$ cat config.mk
export PLATFORM = sky130hd
export DESIGN_NAME = rgb_breathe_seq_flat
export DESIGN_NICKNAME = d
export VERILOG_FILES = /design/src/rtl/rgb_pkg.sv /design/src/rtl/rgb_breathe_seq_if.sv /design/src/rtl/rgb_breathe_seq_pwm_chan.sv /design/src/rtl/rgb_breathe_seq.sv /design/src/flat_wrapper.sv
export SDC_FILE = /design/constraint.sdc
export NUM_CORES = 1
export LEC_CHECK = 0
export BUFFER_PORTS_ARGS = -buffer_cell sky130_fd_sc_hd__buf_2
export CAP_MARGIN = 30
export CORE_MARGIN = 3
export CORE_UTILIZATION = 54
export CTS_BUF_LIST = sky130_fd_sc_hd__clkbuf_16
export DETAILED_ROUTE_END_ITERATION = 8
export PLACE_DENSITY = 0.72
export SLEW_MARGIN = 20
export SYNTH_ARGS = -nofsm -noshare
export SYNTH_HDL_FRONTEND = slang
export SYNTH_SLANG_ARGS = --single-unit
$ cat constraint.sdc
create_clock -name clk -period 2.2 [get_ports clk]
set_input_delay 0.22 -clock clk [delete_from_list [all_inputs] [get_ports clk]]
set_output_delay 0.22 -clock clk [all_outputs]
set_load 0.01 [all_outputs]
$ cat src/rtl/rgb_pkg.sv
// Shared definitions for the RGB breathing sequencer: phase encoding and colour mask table.
package rgb_pkg;

    typedef enum logic [1:0] {
        PH_IDLE = 2'd0,
        PH_RISE = 2'd1,
        PH_HOLD = 2'd2,
        PH_FALL = 2'd3
    } phase_e;

    localparam int NUM_COLORS = 7;

    // Each entry is {b,g,r}: R, G, B, R+G, G+B, R+B, R+G+B
    localparam logic [2:0] COLOR_MASK [NUM_COLORS] = '{
        3'b001, 3'b010, 3'b100, 3'b011, 3'b110, 3'b101, 3'b111
    };

    function automatic logic [2:0] color_mask(input logic [2:0] idx);
        return (idx < 3'(NUM_COLORS)) ? COLOR_MASK[idx] : 3'b000;
    endfunction

endpackage

$ cat src/rtl/rgb_breathe_seq_if.sv
// Control and PWM output bundle between the tick source, the sequencer and the LED driver.
interface rgb_breathe_seq_if;
    logic       en;
    logic       tick;
    logic       pwm_r;
    logic       pwm_g;
    logic       pwm_b;
    logic [2:0] color_idx;
    logic [1:0] phase;
    logic       cycle_done;

    modport master (
        output en, tick,
        input  pwm_r, pwm_g, pwm_b, color_idx, phase, cycle_done
    );

    modport slave (
        input  en, tick,
        output pwm_r, pwm_g, pwm_b, color_idx, phase, cycle_done
    );
endinterface

$ cat src/rtl/rgb_breathe_seq_pwm_chan.sv
// One PWM channel: shadow duty register loaded at period end, compare, registered output.
module pwm_chan #(
    parameter int PWM_W = 8
) (
    input  logic             clk,
    input  logic             rst_n,
    input  logic [PWM_W-1:0] pwm_cnt,
    input  logic             load,
    input  logic [PWM_W-1:0] duty,
    input  logic             mask_en,
    output logic             pwm
);

    logic [PWM_W-1:0] shadow_q, shadow_d;
    logic             pwm_q, pwm_d;

    always_comb begin
        shadow_d = load ? duty : shadow_q;
        pwm_d    = mask_en && (pwm_cnt < shadow_q);
    end

    always_ff @(posedge clk or negedge rst_n) begin
        if (!rst_n) begin
            shadow_q <= '0;
            pwm_q    <= 1'b0;
        end else begin
            shadow_q <= shadow_d;
            pwm_q    <= pwm_d;
        end
    end

    assign pwm = pwm_q;

endmodule

$ cat src/rtl/rgb_breathe_seq.sv
// RGB breathing sequencer: ramp/hold/ramp duty per tick, stepping through 7 colour combinations.
// Optional square-law gamma on the compared duty when RGB_BREATHE_GAMMA_EN is defined.
module rgb_breathe_seq
    import rgb_pkg::*;
#(
    parameter int PWM_W      = 8,
    parameter int STEP       = 16,
    parameter int HOLD_TICKS = 32
) (
    input  logic              clk,
    input  logic              rst_n,
    rgb_breathe_seq_if.slave  bus
);

    localparam logic [PWM_W-1:0] DUTY_MAX = '1;
    localparam int               HW       = $clog2(HOLD_TICKS + 1);

    phase_e           state_q, state_d;
    logic [PWM_W-1:0] duty_q, duty_d;
    logic [HW-1:0]    hold_cnt_q, hold_cnt_d;
    logic [2:0]       color_idx_q, color_idx_d;
    logic             cycle_done_q, cycle_done_d;
    logic [PWM_W-1:0] pwm_cnt_q, pwm_cnt_d;
    logic [PWM_W:0]   rise_sum;
    logic [PWM_W-1:0] cmp_duty;
    logic [2:0]       mask;
    logic             period_end;

    assign rise_sum = {1'b0, duty_q} + (PWM_W+1)'(STEP);

    always_comb begin
        state_d      = state_q;
        duty_d       = duty_q;
        hold_cnt_d   = hold_cnt_q;
        color_idx_d  = color_idx_q;
        cycle_done_d = 1'b0;
        pwm_cnt_d    = pwm_cnt_q + 1'b1;

        // Dropping enable overrides any tick in the same cycle
        if (!bus.en) begin
            state_d     = PH_IDLE;
            duty_d      = '0;
            hold_cnt_d  = '0;
            color_idx_d = '0;
        end else begin
            case (state_q)
                PH_IDLE: begin
                    state_d = PH_RISE;
                    duty_d  = '0;
                end
                PH_RISE: if (bus.tick) begin
                    if (rise_sum >= {1'b0, DUTY_MAX}) begin
                        duty_d     = DUTY_MAX;
                        hold_cnt_d = '0;
                        state_d    = PH_HOLD;
                    end else begin
                        duty_d = rise_sum[PWM_W-1:0];
                    end
                end
                PH_HOLD: if (bus.tick) begin
                    if (hold_cnt_q == HW'(HOLD_TICKS - 1)) begin
                        state_d = PH_FALL;
                    end else begin
                        hold_cnt_d = hold_cnt_q + 1'b1;
                    end
                end
                PH_FALL: if (bus.tick) begin
                    if ({1'b0, duty_q} <= (PWM_W+1)'(STEP)) begin
                        duty_d  = '0;
                        state_d = PH_RISE;
                        if (color_idx_q == 3'(NUM_COLORS - 1)) begin
                            color_idx_d  = '0;
                            cycle_done_d = 1'b1;
                        end else begin
                            color_idx_d = color_idx_q + 1'b1;
                        end
                    end else begin
                        duty_d = duty_q - PWM_W'(STEP);
                    end
                end
                default: state_d = PH_IDLE;
            endcase
        end
    end

    always_ff @(posedge clk or negedge rst_n) begin
        if (!rst_n) begin
            state_q      <= PH_IDLE;
            duty_q       <= '0;
            hold_cnt_q   <= '0;
            color_idx_q  <= '0;
            cycle_done_q <= 1'b0;
            pwm_cnt_q    <= '0;
        end else begin
            state_q      <= state_d;
            duty_q       <= duty_d;
            hold_cnt_q   <= hold_cnt_d;
            color_idx_q  <= color_idx_d;
            cycle_done_q <= cycle_done_d;
            pwm_cnt_q    <= pwm_cnt_d;
        end
    end

`ifdef RGB_BREATHE_GAMMA_EN
    localparam int DW = 2 * PWM_W;
    assign cmp_duty = PWM_W'((DW'(duty_q) * DW'(duty_q)) >> PWM_W);
`else
    assign cmp_duty = duty_q;
`endif

    assign period_end = (pwm_cnt_q == DUTY_MAX);
    assign mask       = color_mask(color_idx_q);

    pwm_chan #(.PWM_W(PWM_W)) u_chan_r (
        .clk(clk), .rst_n(rst_n), .pwm_cnt(pwm_cnt_q), .load(period_end),
        .duty(cmp_duty), .mask_en(mask[0]), .pwm(bus.pwm_r)
    );

    pwm_chan #(.PWM_W(PWM_W)) u_chan_g (
        .clk(clk), .rst_n(rst_n), .pwm_cnt(pwm_cnt_q), .load(period_end),
        .duty(cmp_duty), .mask_en(mask[1]), .pwm(bus.pwm_g)
    );

    pwm_chan #(.PWM_W(PWM_W)) u_chan_b (
        .clk(clk), .rst_n(rst_n), .pwm_cnt(pwm_cnt_q), .load(period_end),
        .duty(cmp_duty), .mask_en(mask[2]), .pwm(bus.pwm_b)
    );

    assign bus.color_idx  = color_idx_q;
    assign bus.phase      = state_q;
    assign bus.cycle_done = cycle_done_q;

endmodule

$ cat src/flat_wrapper.sv
// flat-port wrapper written by rule: the top's interface ports become plain ports
module rgb_breathe_seq_flat import rgb_pkg::*;
#(
    parameter int PWM_W      = 8,
    parameter int STEP       = 16,
    parameter int HOLD_TICKS = 32
)
  (clk, rst_n, bus_en, bus_tick, bus_pwm_r, bus_pwm_g, bus_pwm_b, bus_color_idx, bus_phase, bus_cycle_done);
  rgb_breathe_seq_if bus_i ();
  input  logic clk;
  input  logic rst_n;
  input wire logic [$bits(bus_i.en)-1:0] bus_en;
  input wire logic [$bits(bus_i.tick)-1:0] bus_tick;
  output wire logic [$bits(bus_i.pwm_r)-1:0] bus_pwm_r;
  output wire logic [$bits(bus_i.pwm_g)-1:0] bus_pwm_g;
  output wire logic [$bits(bus_i.pwm_b)-1:0] bus_pwm_b;
  output wire logic [$bits(bus_i.color_idx)-1:0] bus_color_idx;
  output wire logic [$bits(bus_i.phase)-1:0] bus_phase;
  output wire logic [$bits(bus_i.cycle_done)-1:0] bus_cycle_done;
  assign bus_i.en = bus_en;
  assign bus_i.tick = bus_tick;
  assign bus_pwm_r = bus_i.pwm_r;
  assign bus_pwm_g = bus_i.pwm_g;
  assign bus_pwm_b = bus_i.pwm_b;
  assign bus_color_idx = bus_i.color_idx;
  assign bus_phase = bus_i.phase;
  assign bus_cycle_done = bus_i.cycle_done;
  rgb_breathe_seq #(.PWM_W(PWM_W), .STEP(STEP), .HOLD_TICKS(HOLD_TICKS)) u_core (.clk(clk), .rst_n(rst_n), .bus(bus_i));
endmodule
Word-level counts from Yosys, hierarchy flattened. Memories as Yosys holds them, arrays and structs flattened. Index checks and enable logic that the tools add are counted.

Bits of input ports: 4. Memories: 1. Memory bits (read-only): 24. Output and inout bits: 9. Word-level logic and storage cells: 81. Register bits: 39.

Add/subtract/negate cells: 5. Magnitude comparators: 5. Equal/unequal tests: 18. Muxes and demuxes: 33. Reductions and logical operators: 8. Bitwise gates (word level): 1.

Memories: (no name shown) (words 8, bits a word 3, rd ports 1, clocked after Yosys merged registers in 0, write ports 0, RTL line rgb_pkg.sv:19) `return (idx < 3'(NUM_COLORS)) ? COLOR_MASK[idx] : 3'b000;`.

Operators with widths (number): 2-to-1 mux 8 bit (5); 2-to-1 mux 6 bit (5); 2-to-1 mux 3 bit (8); one-hot mux 8 bit (3 select lines) (1); 2-to-1 mux 2 bit (7); inequality test 3 bit, second input constant (4); one-hot mux 6 bit (2 select lines) (1); adder 8 x 5 -> 9 bit, second input constant (1); greater-or-equal comparator 9 x 8 -> 1 bit, second input constant (1); inequality test 3 x 2 -> 1 bit, second input constant (3); adder 8 x 1 -> 8 bit, second input constant (1); equality test 8 bit, second input constant (1); <= comparator 8 x 5 -> 1 bit, second input constant (1); less-than comparator 8 bit (1); one-hot mux 2 bit (4 select lines) (1); subtractor 8 x 5 -> 8 bit, second input constant (1); adder 6 x 1 -> 6 bit, second input constant (1); equality test 6 x 5 -> 1 bit, second input constant (1); inequality test 2 x 1 -> 1 bit, second input constant (3); AND reduction 3 bit (2); AND reduction 6 bit (1); 2-to-1 mux 1 bit (5); AND reduction 5 bit (1); equality test 2 bit, second input constant (2); other kinds (10) (12).

Longest topological paths before layout. Gate-level depths: netlist of the first run.

Word-level depth: 6. Mapped depth: 8. Mapped depth without buffers: 7.

Cells and area by module. Synthesis of the first run repeated with hierarchy kept, for this count alone.

Cells, all modules: 326. Area, all modules: 3170.5 um^2.

By module, submodules not included: rgb_breathe_seq (cells an instance 173, seq. area each 625.6 um^2, area an instance 1702.9 um^2, times used 1); pwm_chan (cells an instance 51, seq. area each 225.2 um^2, area an instance 489.2 um^2, times used 3).

Worst setup path after synthesis of the first run. OpenSTA, ideal clock, no wires.

Kind: register to register. Start: register u_core.duty_q[4], in the netlist u_core.cmp_duty[4]. End: register u_core.hold_cnt_q[2]. Data required time: 2.122 ns. Cell stages (with the launch flop): 8. Clock period less this slack: 2.129 ns. Data arrival time: 2.051 ns. Library setup time: 0.078 ns. Buffers on the path: 1. Slack: 0.071 ns. Cell sequence: dfrtp_1 > ha_1 > nand4b_2 > o22a_1 > o21ba_1 > buf_6 > or4_1 > a21oi_1.

Longest elaborated chain between the ends: 4.

RTL lines: start: declaration (RTL line rgb_breathe_seq.sv:19) `logic [PWM_W-1:0] duty_q, duty_d;`; start signal: assignment (RTL line rgb_breathe_seq.sv:96) `duty_q <= duty_d;`; adder 8 x 5 -> 9 bit (RTL line rgb_breathe_seq.sv:29) `assign rise_sum = {1'b0, duty_q} + (PWM_W+1)'(STEP);`; greater-or-equal comparator 9 x 8 -> 1 bit (RTL line rgb_breathe_seq.sv:52) `if (rise_sum >= {1'b0, DUTY_MAX}) begin`; inequality test 3 x 2 -> 1 bit (no line); AND reduction 5 bit (no line); end signal: assignment (RTL line rgb_breathe_seq.sv:97) `hold_cnt_q <= hold_cnt_d;`; end: declaration (RTL line rgb_breathe_seq.sv:20) `logic [HW-1:0] hold_cnt_q, hold_cnt_d;`.

No other way between the ends. A chain may end at the register's enable or synchronous reset.

Final worst setup path of the first run.
Start: register u_core.duty_q[5], in the netlist u_core.cmp_duty[5]. End: register u_core.hold_cnt_q[2].

The elaborated chain is that of the path after synthesis.

==> results of run 1 <==
kinds of logic (layout without fill, tap and decap cells):
group	Yosys count	in the layout	synth area share (%)
AOI/OAI and AO/OA	70	70	21.1
xor gates and xnor gates	7	7	2.94
adders and majority gates	20	20	12.0
buffers and inverters	27	50	5.59
DFF	33	33	39.6
muxes	3	3	1.44
and+or+nand+nor	72	72	17.2
final cells by class:
cell class | instances | area [µm²] | share of cell area (%)
multi-input combinational | 172 | 1150 | 48.3
sequential | 33 | 827 | 34.8
timing repair buffer | 22 | 135 | 5.68
inverter | 20 | 75.1 | 3.15
clock inverter | 3 | 11.3 | 0.473
tap | 46 | 57.6 | 2.42
clock buffer | 5 | 125 | 5.26
cells in the final DEF (no fill, tap or decap), types with 2 or more instances in the layout:
master      n
inv_1      23
nor2_1     13
nand3_1     7
a32o_1      3
a21o_1      2
buf_2      12
a21oi_1    20
o31ai_1     3
o21ai_0    20
xor2_1      3
a211oi_1    6
nand2_1    27
o21ai_1     2
or3_1       2
o211a_1     2
buf_4      10
dfrtp_1    32
mux2i_1     3
o21a_1      2
nor2b_1     4
xnor2_1     4
clkbuf_16   5
nand4_1     6
ha_1       20
o22a_1      2
nand2b_1    3
state kept, by name (all words and copies together) (netlist names):
signal / cells
u_core.pwm_cnt_q: 8
u_core.hold_cnt_q: 6
u_core.cmp_duty: 5
u_core.u_chan_r.shadow_q: 5
u_core.bus.color_idx: 3
u_core.bus.phase: 2
u_core.bus.cycle_done: 1
u_core.u_chan_b.pwm: 1
u_core.u_chan_g.pwm: 1
u_core.u_chan_r.pwm: 1
routing by layer:
layer	track usage [%]	up-vias	wire length, µm
met5	0	-	0
li1	-	872	-
met1	27.9	837	2100
met2	32.9	65	2040
met3	5.91	13	220
met4	11.2	0	122
power by group through the flow:
stage / registers, mW / logic (mW) / clock network, mW
2_1_floorplan: 0.721 / 0.513 / 0
3_3_place_gp: 0.733 / 0.706 / 0
4_1_cts: 0.726 / 0.721 / 0.649
3_5_place_dp: 0.735 / 0.706 / 0
6_report: 0.728 / 0.731 / 0.639
5_1_grt: 0.738 / 0.811 / 0.675
worst max-delay path by stage:
| stage | to | slack [ns] | cells after the start |
|---|---|---|---|
| 2_1_floorplan | u_core.hold_cnt_q[2] | 0.07 | 7 |
| 6_report | u_core.hold_cnt_q[2] | 0.11 | 6 |
| 3_3_place_gp | u_core.hold_cnt_q[4] | 0.19 | 6 |
| 4_1_cts | u_core.hold_cnt_q[2] | 0.02 | 6 |
| 3_5_place_dp | u_core.hold_cnt_q[2] | 0.08 | 6 |
| 5_1_grt | u_core.hold_cnt_q[2] | 0.02 | 6 |
worst max-delay path: stages, from the launching register on:
cell	delay, ns
dfrtp_2	0.44
ha_1	0.21
nand4b_2	0.22
o22a_1	0.23
o21ba_2	0.26
or4_4	0.51
a21oi_2	0.14
through the flow:
stage               worst slack (ns)  power, mW  hold WS (ns)
floorplan                     0.0713       1.23       -0.0756
global placement               0.195       1.44         0.338
finish                         0.112       2.10      -0.00210
CTS                           0.0201       2.10        0.0336
detailed placement            0.0807       1.44         0.323
global route                  0.0170       2.22        0.0527
==> results by group, run 1 <==
Outcome
  • Status: finished, violations left
  • Failing checks: hold timing

Power
  • Clock group share of total power: 30.5%
  • Static leakage: 1.13 nW
  • Cell area power density: 882 nW/µm²
  • Sw Share: ~35%
  • Cell internal pwr: 1.37 mW
  • Peak supply drop: 0.523 mV
  • Sequential Power Share: 34.7%
  • Comb pwr share: 34.8%
  • NetSw: between 0.7 and 0.8 mW

Cells and area
  • Non-Filler Instances: 301
  • Filler cells: 301
  • Final-stage net count: 278
  • Layout area overhead: 14.2%
  • Share of cells above drive strength 1: 12.5%
  • Final Cell Area: 2380 µm²
  • Layout Utilization: 67.6%
  • Antenna cells: 0

Yosys
  • Most instantiated cells after synthesis: dfrtp_1, nand2_1, a21oi_1, o21ai_0
  • Distinct cells, synth: 41
  • Cell taking the most area after synthesis: dfrtp_1
  • Syn avg cell area: 8.98 µm²
  • Seq/Total Area, Yosys: 39.6%
  • Yosys reg bits: 33
  • Most common cell in the netlist: dfrtp_1
  • Share of the synthesized area in the top cell type: 39.6%
  • Synth Warn #: 0
  • Cells after synthesis: 232
  • Synth Cell Area: 2080 µm²
  • Prevailing post-synth register cell: dfrtp_1
  • Post-synth net total: ~260
  • Synth area leaders: dfrtp_1, ha_1, a21oi_1
  • Asr flop ratio synth: 100%
  • Number of flops mapped to enable cells by yosys: 0

CTS
  • CTS root buf: clkbuf_16
  • Hold_buf cts: 0
  • Clock transition at path regs: ~0.050 ns
  • PostCTS Resize Cnt: 0
  • TritonCTS clock tree: built
  • Worst-Skew Late Latency: between 0.2 and 0.3 ns
  • CTS H-tree depth: 2
  • Postcts setup bufs: 0
  • Clk buf depth: 2
  • CTS Buf Count: 5
  • Clock sink count: 33

STA
  • Worst hold slack: -0.00210 ns
  • RSZ-0062 raised after global routing: false
  • Setup Skew: 0.00315 ns
  • Worst slew pin tran: 0.717 ns
  • Max Fclk: roughly 480 MHz
  • Fin. Hold Viols: 1
  • Max-slew violations: 0
  • Count of final setup violators: 0
  • Fin crit period: 2.09 ns
  • Period utilization: between 90% and 100%
  • Relative max-transition margin: 52.2%
  • Setup_tns: 0 ns

Detailed routing
  • Drt drc: 0
  • DRT antenna net count: 0
  • Wirelength per Cell: 14.9 µm
  • Iter 0 DRT Violations: 127
  • DR vias/cell: about 6
  • Vias: 1787
  • Total Wirelength: 4.48 mm
  • DRT Pass-1 Iters: 4

Place
  • Placed Cells: around 290
  • Placed inst area: 2230 µm²
  • DP HPWL: 3.10 mm
  • RD Place Congestion: 0.837
  • Port buffer count: 12

Global route
  • Vias in the first global route: 1579
  • Pin count of the biggest net entering global routing: 34
  • Total gr overflow: 0
  • First-pass GRT wire length: 7.33 mm
  • Initial antenna violation count: 0
  • Gr usage total: between 20% and 30%

Worst setup path
  • Crit path launch type: flip-flop
  • Critical Path AT: 2.29 ns
  • Required @ worst endpoint: about 2.4 ns
  • R2R Setup Slk: 0.11 ns
  • Setup CP Type: flip-flop to flip-flop
  • Worst-path fanout max: 9
  • Crit end category: flip-flop
  • R2R cell count: 6
  • R2r startpoint: u_core.cmp_duty[5]
  • R2R Path End: u_core.hold_cnt_q[2]
  • Critical Path Source: u_core.cmp_duty[5]

Job
  • Max Cap Viol: 0

Min path
  • Hold WC Path Type: input pin to async pin

Floorplan
  • Core Rows: 21
  • Die boundary width: between 60 and 70 µm
  • Core area: 3520 µm²
  • Die height: 68.1 µm
  • Boundary Pins: 13
  • Initial core utilization: between 50 and 60%
  • Die Area: 4640 µm²
Power figures use the tool's default switching activity.
==> run 2: changes to the inputs <==
--- a/config.mk
+++ b/config.mk
@@ -11,7 +11,7 @@
 export CORE_UTILIZATION = 54
 export CTS_BUF_LIST = sky130_fd_sc_hd__clkbuf_16
 export DETAILED_ROUTE_END_ITERATION = 8
-export PLACE_DENSITY = 0.72
+export PLACE_DENSITY = 0.75
 export SLEW_MARGIN = 20
 export SYNTH_ARGS = -nofsm -noshare
 export SYNTH_HDL_FRONTEND = slang
==> run 2 against run 1 <==
Net effect:
- worst hold slack got worse by 0.0098 ns
- critical path type unchanged
- clock skew is 0.0031 ns higher
- first-iteration DRC count is 39% higher
- critical path depth unchanged
- setup slack improved by 0.056 ns
- maximum frequency up 2.8%
- the run still ends with hold timing left
- clock-buffer cell count did not move
- die area did not move
- non-clock buffer count grew 3
- cell area increased by 0.84%
- global-route usage increased by 1.5 points
==> results by group, run 2 (synthesis gave the netlist of run 1 again) <==
Floorplan
  • Initial core utilization: between 50% and 60%
  • Boundary Pins: 13
  • Core Rows: 21
  • Die height: a little under 70 µm
  • Die Area: 4640 µm²
  • Core area: 3520 µm²
  • Die boundary width: 68.1 µm

CTS
  • Clock transition at path regs: 0.05 ns
  • Clock sink count: 33
  • CTS H-tree depth: 2
  • CTS Buf Count: 5
  • Clk buf depth: 2
  • Hold_buf cts: 0
  • CTS root buf: clkbuf_16
  • TritonCTS clock tree: built
  • Worst-Skew Late Latency: approximately 0.28 ns

STA
  • Max-slew violations: 0
  • Fin crit period: 2.03 ns
  • RSZ-0062 raised after global routing: false
  • Max Fclk: 492 MHz
  • Worst hold slack: -0.0119 ns
  • Setup Skew: between 0.006 and 0.007 ns
  • Relative max-transition margin: 52.3%
  • Count of final setup violators: 0
  • Fin. Hold Viols: 13
  • Worst slew pin tran: roughly 0.72 ns
  • Setup_tns: 0 ns
  • Period utilization: 92.4%

Power
  • Static leakage: 1.14 nW
  • Total power: 2.16 mW
  • Cell area power density: 899 nW/µm²
  • Peak supply drop: roughly 0.59 mV

Cells and area
  • Antenna cells: 0
  • Share of cells above drive strength 1: 13.6%
  • Commonest non-fill, non-tap cell in the layout: dfrtp_1
  • Non-Filler Instances: 304
  • Most frequent cells in the layout: dfrtp_1, nand2_1, a21oi_1
  • Register with the most flip-flops: u_core.pwm_cnt_q
  • Max FFs per register: 8
  • Layout area overhead: 15.2%
  • Final-stage net count: 281
  • Layout Utilization: around 68%
  • Filler cells: 303
  • Largest regs: u_core.pwm_cnt_q (8), u_core.hold_cnt_q (6)

Detailed routing
  • DRT Pass-1 Iters: 4
  • Vias: approximately 1800
  • Drt drc: 0
  • Iter 0 DRT Violations: 177
  • DRT antenna net count: 0
  • Total Wirelength: between 4 and 5 mm
  • DR vias/cell: 5.90
  • Wirelength per Cell: 15.0 µm

Worst setup path
  • Required @ worst endpoint: 2.40 ns
  • Buf/Inv on CP: 0
  • Max incr delay on CP: around 0.48 ns
  • Critical Path AT: ~2.2 ns
  • Worst-path fanout max: 9
  • Crit end category: flip-flop
  • Crit path launch type: flip-flop
  • Setup CP Type: flip-flop to flip-flop
  • Slowest stage cell, crit path: or4_1
  • Worst-path cell chain: ha_1 > nand4b_2 > o22a_1 > o21ba_2 > or4_1 > a21oi_1
  • Crit path max-delay family: simple AND/OR/NAND/NOR gates

Global route
  • Total gr overflow: 0
  • Gr usage total: 23.1%
  • Vias in the first global route: approximately 1700
  • First-pass GRT wire length: between 7 and 8 mm
  • Pin count of the biggest net entering global routing: 34
  • Initial antenna violation count: 0

Min path
  • Hold WC Path Type: input pin to async pin

Place
  • Port buffer count: 12
  • DP HPWL: ~3.3 mm
  • Placed Cells: 295
  • RD Place Congestion: 0.856

Outcome
  • Status: finished, violations left
  • Failing checks: hold timing

Job
  • Max Cap Viol: 0
run 2: worst register-to-register path, stage by stage, from the launching register on:
cell and delay [ns]:
dfrtp_1 0.41, ha_1 0.22, nand4b_2 0.21, o22a_1 0.22, o21ba_2 0.26, or4_1 0.49
a21oi_1 0.15
run 2: repair_timing:
action / in CTS / in global routing
endpoints found under the hold margin: 0 / 0
buffers inserted: 0 / 1
resized for setup: 0 / 2
endpoints found under the setup margin: 0 / 3
run 2: worst paths after layout:
kind | cells past startpoint | slack [ns] | startpoint | end
max in group asynchronous | 1 | 1.74 | rst_n | u_core.cmp_duty[2]
min reg2reg | 1 | 0.51 | u_core.pwm_cnt_q[2] | u_core.pwm_cnt_q[2]
min | 1 | -0.01 | rst_n | u_core.bus.phase[0]
max reg2reg | 6 | 0.17 | u_core.cmp_duty[5] | u_core.hold_cnt_q[2]
min in group clk | 2 | 0.30 | bus_en | u_core.hold_cnt_q[5]
max | 6 | 0.17 | u_core.cmp_duty[5] | u_core.hold_cnt_q[2]
run 2: area by class of cell:
class,count,area (µm²),share of cell area (%)
Clock buffer,5,125,5.21
Multi-Input combinational cell,172,1140,47.5
Timing Repair Buffer,25,158,6.57
Sequential cell,33,826,34.4
Inverter,20,75.1,3.13
Tap cell,46,57.6,2.40
Clock inverter,3,17.5,0.730
run 2: power breakdown:
group | switching [mW] | internal, mW
Sequential | 0.0742 | 0.654
Combinational | 0.426 | 0.327
Clock | 0.263 | 0.414
Total | 0.763 | 1.40
run 2: per-stage QoR:
| stage | worst slack (ns) | area, µm² | hold slack [ns] |
|---|---|---|---|
| detailed placement | 0.160 | 2250 | 0.329 |
| global route | 0.0177 | 2400 | 0.0541 |
| global placement | 0.218 | 2250 | 0.330 |
| finish | 0.168 | 2400 | -0.0119 |
| CTS | 0.132 | 2390 | 0.0318 |
| floorplan | 0.0713 | 2080 | -0.0756 |
run 2: metal layers:
| metal | vias to the layer above | GRT usage (%) | wire, µm |
|---|---|---|---|
| li1 | 884 | - | - |
| met1 | 848 | 31.7 | 2110 |
| met2 | 55 | 35.9 | 2140 |
| met3 | 6 | 6.08 | 259 |
| met4 | 0 | 6.70 | 55 |
| met5 | - | 0 | 0 |
